$ cat src/rtl/bitmap_allocator.sv
// bitmap_allocator
//   Hands out slot indices from a WIDTH-entry bitmap and takes them back.
//   Each cycle it can grant one slot and release one slot. A grant
//   picks the lowest free slot (FIRST_PRIORITY=1) or the highest free slot
//   (FIRST_PRIORITY=0). A grant is visible in busy_map one cycle after the
//   request.
//
// Ports
//   clk             in   clock; all state changes on the rising edge
//   rst_n           in   synchronous active-low reset
//   alloc_req       in   request one slot this cycle
//   alloc_ready     out  at least one slot is free
//   alloc_index     out  slot granted when alloc_req && alloc_ready
//   free_valid      in   release free_index this cycle
//   free_index      in   slot to release (indices >= WIDTH are ignored)
//   flush           in   release every slot
//   busy_map        out  registered bitmap, 1 = allocated
//   free_count      out  registered number of free slots
//   double_free_err out  sticky flag for a release of a slot that was not held
//
// Build option
//   BITMAP_ALLOCATOR_DOUBLE_FREE_CHECK_EN : when defined, releasing a slot
//   that is already free (or out of range) sets double_free_err until
//   reset. When undefined, double_free_err is tied low.

module bitmap_allocator #(
  parameter int WIDTH          = 4,
  parameter int FIRST_PRIORITY = 1
) (
  input  logic                       clk,
  input  logic                       rst_n,
  input  logic                       alloc_req,
  output logic                       alloc_ready,
  output logic [$clog2(WIDTH)-1:0]   alloc_index,
  input  logic                       free_valid,
  input  logic [$clog2(WIDTH)-1:0]   free_index,
  input  logic                       flush,
  output logic [WIDTH-1:0]           busy_map,
  output logic [$clog2(WIDTH+1)-1:0] free_count,
  output logic                       double_free_err
);

  localparam int IW = $clog2(WIDTH);
  localparam int CW = $clog2(WIDTH+1);

  logic [WIDTH-1:0] busy_q, busy_d;
  logic [CW-1:0]    count_q, count_d;
  logic [WIDTH-1:0] free_map;
  logic [IW-1:0]    pick_idx;
  logic             pick_found;
  logic             grant;
  logic             free_in_range;
  logic             free_hit;
  logic [WIDTH-1:0] grant_mask;
  logic [WIDTH-1:0] free_mask;

  assign free_map = ~busy_q;

  // Priority pick over the free slots; first hit in scan order wins.
  always_comb begin
    pick_idx   = '0;
    pick_found = 1'b0;
    for (int i = 0; i < WIDTH; i++) begin
      if (FIRST_PRIORITY != 0) begin
        if (free_map[i] && !pick_found) begin
          pick_idx   = IW'(i);
          pick_found = 1'b1;
        end
      end else begin
        if (free_map[WIDTH-1-i] && !pick_found) begin
          pick_idx   = IW'(WIDTH-1-i);
          pick_found = 1'b1;
        end
      end
    end
  end

  assign alloc_ready = (count_q != '0);
  assign alloc_index = pick_idx;
  assign grant       = alloc_req && alloc_ready;

  // A release only counts when it names a slot that is actually held, so
  // the counter can never pass WIDTH and a grant/release pair never collide
  // (the granted slot is free, the released one is busy).
  assign free_in_range = (int'(free_index) < WIDTH);
  assign free_hit      = free_valid && free_in_range && busy_q[free_index];

  assign grant_mask = grant    ? (WIDTH'(1) << alloc_index) : '0;
  assign free_mask  = free_hit ? (WIDTH'(1) << free_index)  : '0;

  always_comb begin
    busy_d  = busy_q;
    count_d = count_q;
    if (flush) begin
      busy_d  = '0;
      count_d = CW'(WIDTH);
    end else begin
      busy_d  = (busy_q | grant_mask) & ~free_mask;
      count_d = count_q - CW'(grant) + CW'(free_hit);
    end
  end

  always_ff @(posedge clk) begin
    if (!rst_n) begin
      busy_q  <= '0;
      count_q <= CW'(WIDTH);
    end else begin
      busy_q  <= busy_d;
      count_q <= count_d;
    end
  end

  assign busy_map   = busy_q;
  assign free_count = count_q;

`ifdef BITMAP_ALLOCATOR_DOUBLE_FREE_CHECK_EN
  logic err_q, err_d;

  // A flush makes any release in the same cycle meaningless, so it is not
  // treated as an error.
  assign err_d = err_q | (free_valid && !flush && !free_hit);

  always_ff @(posedge clk) begin
    if (!rst_n) begin
      err_q <= 1'b0;
    end else begin
      err_q <= err_d;
    end
  end

  assign double_free_err = err_q;
`else
  assign double_free_err = 1'b0;
`endif

endmodule

$ cat config.mk
export PLATFORM = sky130hd
export DESIGN_NAME = bitmap_allocator
export DESIGN_NICKNAME = d
export VERILOG_FILES = /design/src/rtl/bitmap_allocator.sv
export SDC_FILE = /design/constraint.sdc
export NUM_CORES = 1
export LEC_CHECK = 0
export ABC_AREA = 1
export CAP_MARGIN = 20
export CORE_AREA = 2 2 39 41
export DETAILED_ROUTE_END_ITERATION = 10
export DIE_AREA = 0 0 41 43
export GPL_TIMING_DRIVEN = 0
export PLACE_DENSITY = 0.68
export SLEW_MARGIN = 20
export SYNTH_ARGS = -nofsm -noshare
export SYNTH_HDL_FRONTEND = slang
export SYNTH_SLANG_ARGS = --single-unit
$ cat constraint.sdc
create_clock -name clk -period 2.9 [get_ports clk]
set_input_delay 0.87 -clock clk [delete_from_list [all_inputs] [get_ports clk]]
set_output_delay 0.87 -clock clk [all_outputs]
set_load 0.005 [all_outputs]
# Word-level counts from Yosys, hierarchy flattened

Cells that the tools add are included.

Bits of input ports: 7
Flip-flop bits (word level): 7
Output and inout port bits: 11

$lt $le $gt $ge: 1
Reduce and logical (&&, ||, !) cells: 10
Shift-type cells: 2
Add/subtract/negate cells: 2
Bitwise logic cells: 5
Mux-type cells: 10

Operators with widths:

| cell                                                        | number |
|---|---|
| two-way mux 4 bit                                           | 2 |
| inverter 4 bit                                              | 2 |
| << shifter 1 x 2 -> 4 bit (first input constant)            | 2 |
| logical AND 1 bit                                           | 5 |
| two-way mux 1 bit                                           | 5 |
| bitwise AND 4 bit                                           | 1 |
| two-way mux 2 bit                                           | 2 |
| OR 4 bit                                                    | 1 |
| adder 3 x 1 -> 3 bit                                        | 1 |
| zero test 1 bit                                             | 3 |
| less-than comparator 2 x 3 -> 1 bit (second input constant) | 1 |
| nonzero test 3 bit                                          | 1 |
| subtractor 3 x 1 -> 3 bit                                   | 1 |
| binary-select mux 1 bit (select 2 bit)                      | 1 |
| OR reduction 2 bit                                          | 1 |
| inverter 1 bit                                              | 1 |

# Depth between registers and ports, before layout

Depth in word-level cells: 15
Mapped depth: 13
Depth with buffers taken out: 13

# Least setup slack after synthesis

No wires, ideal clock.

Path kind: input to register
Start: input free_index[1]
End: register count_q[2] (netlist: free_count[2])
Slack: 0.540 ns
Cell stages on the path: 11
Buffers on the path: 0
Arrival: 2.298 ns
Library setup time: 0.062 ns
Cells stage by stage: bufinv_8 nand2_2 nand2_2 nand2_2 ha_1 inv_1 ha_1 inv_1 fa_1 or2_1 nand3_1

Longest elaborated chain between the ends: 4

Ends and longest elaborated chain:

| item                                    | line | RTL |
|---|---|---|
| from (decl)                             | 36   | `input logic [$clog2(WIDTH)-1:0] free_index,` |
| binary-select mux 1 bit (select 2 bit)  | 86   | `assign free_hit = free_valid && free_in_range && busy_q[free_index];` |
| two-way mux 1 bit (implied by the code) | 86   |  |
| logical AND 1 bit                       | 86   |  |
| adder 3 x 1 -> 3 bit                    | 99   | `count_d = count_q - CW'(grant) + CW'(free_hit);` |
| to (signal assigned)                    | 106  | `count_q <= CW'(WIDTH);` |
| to (signal assigned)                    | 109  | `count_q <= count_d;` |
| to (decl)                               | 47   | `logic [CW-1:0] count_q, count_d;` |

Every way passes these cells. The select of a mux whose other input is x is not followed.
A chain may end at the register's enable or synchronous reset.

# Worst setup path after layout

Same ends and word-level chain as after synthesis.

==> metrics.cfg <==
[status]
status=finished clean

[synthesis]
syn_inst=69
synth-seq-cells=7
yosysSeqAreaShare_pct=29.8
synth.top_cell.area_share_pct=29.8
syn_area_um2=470
synth_area_leaders=dfxtp_1, nand2_1, inv_1, nand2_2, nor2_1
synthArstFlopShare_pct=0
synth-edff-count=0
syn-num-nets=79
yosysMostFrequentCell=nand2_1
yosysWarnings=0
synth_top_area_cell=dfxtp_1
synthTopCellsByCount=nand2_1, inv_1, nor2_1, dfxtp_1, nand2_2
synth_area_per_cell_um2=6.82
synth.distinct_cells=19
synth-main-ff-cell=dfxtp_1

[pwr]
p_int_w=0.000185
p_clk_share_pct=34.9
power_frac_seq_pct=42.8
power_density_nw_per_um2=363
total_leakage_power_nw=0.317
p_comb_share_pct=22.2
totalPowerFinal_w=0.000247
p_sw_share_pct=25.0
power.switching_w=0.0000617
vdd_ir_drop_max_mv=0.242

[placement]
gp_congestion=0.734
port_buffers=16
dp_hpwl_um=727

[route]
final_antenna_net_count=0
drc=0
dr.pass1.iters=3
wl_per_cell_um=8.13
drt_iter0_markers=2
viasPerCell=4.40
routed_wirelength_um=854
num_vias=462

[setup_path]
critical_path_class=primary input to register
max_stage_delay_ps=500
crit_path_top_delay_cell=clkdlybuf4s50_1
cp_max_fo=4
crit_path_cell_trace=clkdlybuf4s50_1 > bufinv_8 > nand2_2 > nand2_2 > nand2_2 > ha_1 > inv_1 > ha_1 > inv_1 > fa_1 > or2_1 > nand3_1
critPathBufInv=4
crit_family=buffers and inverters
ff2ff_path_depth=12
worstSetupStartpointType=primary input
crit_cells=12
end_kind=register
crit_arrival_ps=2870
cp_data_required_time_ps=3090
timing.critical_path.mode_cell=nand2_2

[clock_network]
hold_buffers=0
cts_tree=built
cts_root_buffer=clkbuf_4
cts_made_buffers=3
cts_max_path_buffers=2
path_clk_slew_ps=50
cts.sink_count=7
cts_max_level=1
clk_latency_ps=250

[sta]
finalCriticalPeriod_ps=2680
hold_slack_ps=573
rsz0062_at_grt=false
hold_viol=0
setup_viol=0
max_freq_ghz=0.374
drv_slew=0
clock_skew_ps=1.70
fin_tns_setup_ps=0
finalCritPeriodShare_pct=92.3

[final_layout]
final_util_pct=49.1
drive_gt1_share_pct=16.9
n_antenna_cell=0
syn2layout_area_growth_pct=44.4
fin_nets=100

[global_route]
grt_pass1_wl_um=1480
grt_pass1_vias=391
grt_usage_pct=12.8
grt_max_degree=7
gr-total-overflow=0
antenna_found_initial=0

[floorplanning]
rows=14
die-area_um2=1760
ios=18
fp.dieH_um=43
start_util_pct=34.0
core_area_um2=1380
die_x_um=41

[worst_hold_path]
hold-path-cell-count=2
min_path_type=register to register

[job]
maxCapViolCount=0

==> metal layers <==
metal / part of all wire, % / global-route usage, %
met1: 47 / 16.3
met4: 3.6 / 12.0
met3: 8.4 / 3.14
met2: 41 / 16.6
met5: 0 / 0
==> worst register-to-register path: cells and delay by family, from the launching register on <==
| kind | cells | cell delay [ps] |
|---|---|---|
| flops | 1 | 400 |
| buf+inv | 2 | 100 |
| fa+ha+maj | 3 | 760 |
| simple gates | 7 | 630 |
==> repair_timing <==
action	in CTS	in global routing
gates resized for setup	0	1
buffers inserted	0	0
endpoints found under the setup margin	0	1
==> power by group through the flow <==
stage / clock network, W / registers [W] / logic, W
floorplan: 0 / 0.000107 / 0.0000287
CTS: 0.0000893 / 0.000106 / 0.0000559
global route: 0.0000975 / 0.000106 / 0.0000633
finish: 0.0000862 / 0.000106 / 0.0000548
global placement: 0 / 0.000108 / 0.0000551
detailed placement: 0 / 0.000108 / 0.0000554
==> layout make-up <==
type                       instances  area, um2
buffer                             1       7.51
clock buffer                       4       26.3
fill                             158        704
sequential                         7        140
inverter                          14       66.3
tap                               16       20.0
multi-input combinational         47        256
timing repair buffer              16        163
==> worst paths after layout <==
kind	start	endpoint	slack, ps
setup / recovery	free_index[1]	free_count[2]$_SDFF_PP1_	220
hold / removal	busy_map[0]$_SDFF_PP0_	busy_map[0]$_SDFF_PP0_	570
setup reg to reg	busy_map[0]$_SDFF_PP0_	free_count[2]$_SDFF_PP1_	960
hold reg to reg	busy_map[0]$_SDFF_PP0_	busy_map[0]$_SDFF_PP0_	570
==> logic make-up after synthesis <==
family	share of synthesized area [%]
compound gates	5.85
xor+xnor	1.86
fa+ha+maj	9.57
buf+inv	15.7
flops	29.8
other cells	0.797
simple gates	36.4
==> sequential cells by signal (all words and copies together) (netlist names) <==
register and flops:
busy_map 4, free_count 3
==> placed cells by master (no fill, tap or decap), types with 2 or more instances in the layout <==
master | Yosys | routed
nand4_1 | 2 | 2
nand3_1 | 4 | 4
clkdlybuf4s50_1 | 0 | 15
a21oi_1 | 3 | 3
inv_1 | 11 | 11
nand2_2 | 6 | 6
dfxtp_1 | 7 | 7
nor2_1 | 8 | 8
ha_1 | 2 | 2
nor2_2 | 2 | 2
inv_2 | 2 | 2
nand2_1 | 14 | 14
clkbuf_4 | 0 | 3
==> metrics by stage <==
stage / cells / area (um2) / worst slack [ps]
final: 105 / 679 / 224
after global placement: 101 / 651 / -127
after global routing: 105 / 679 / 121
after CTS: 105 / 677 / 117
after floorplan: 69 / 470 / 540
after detailed placement: 101 / 651 / -131
Note: power is estimated with default switching activity, not from simulation.
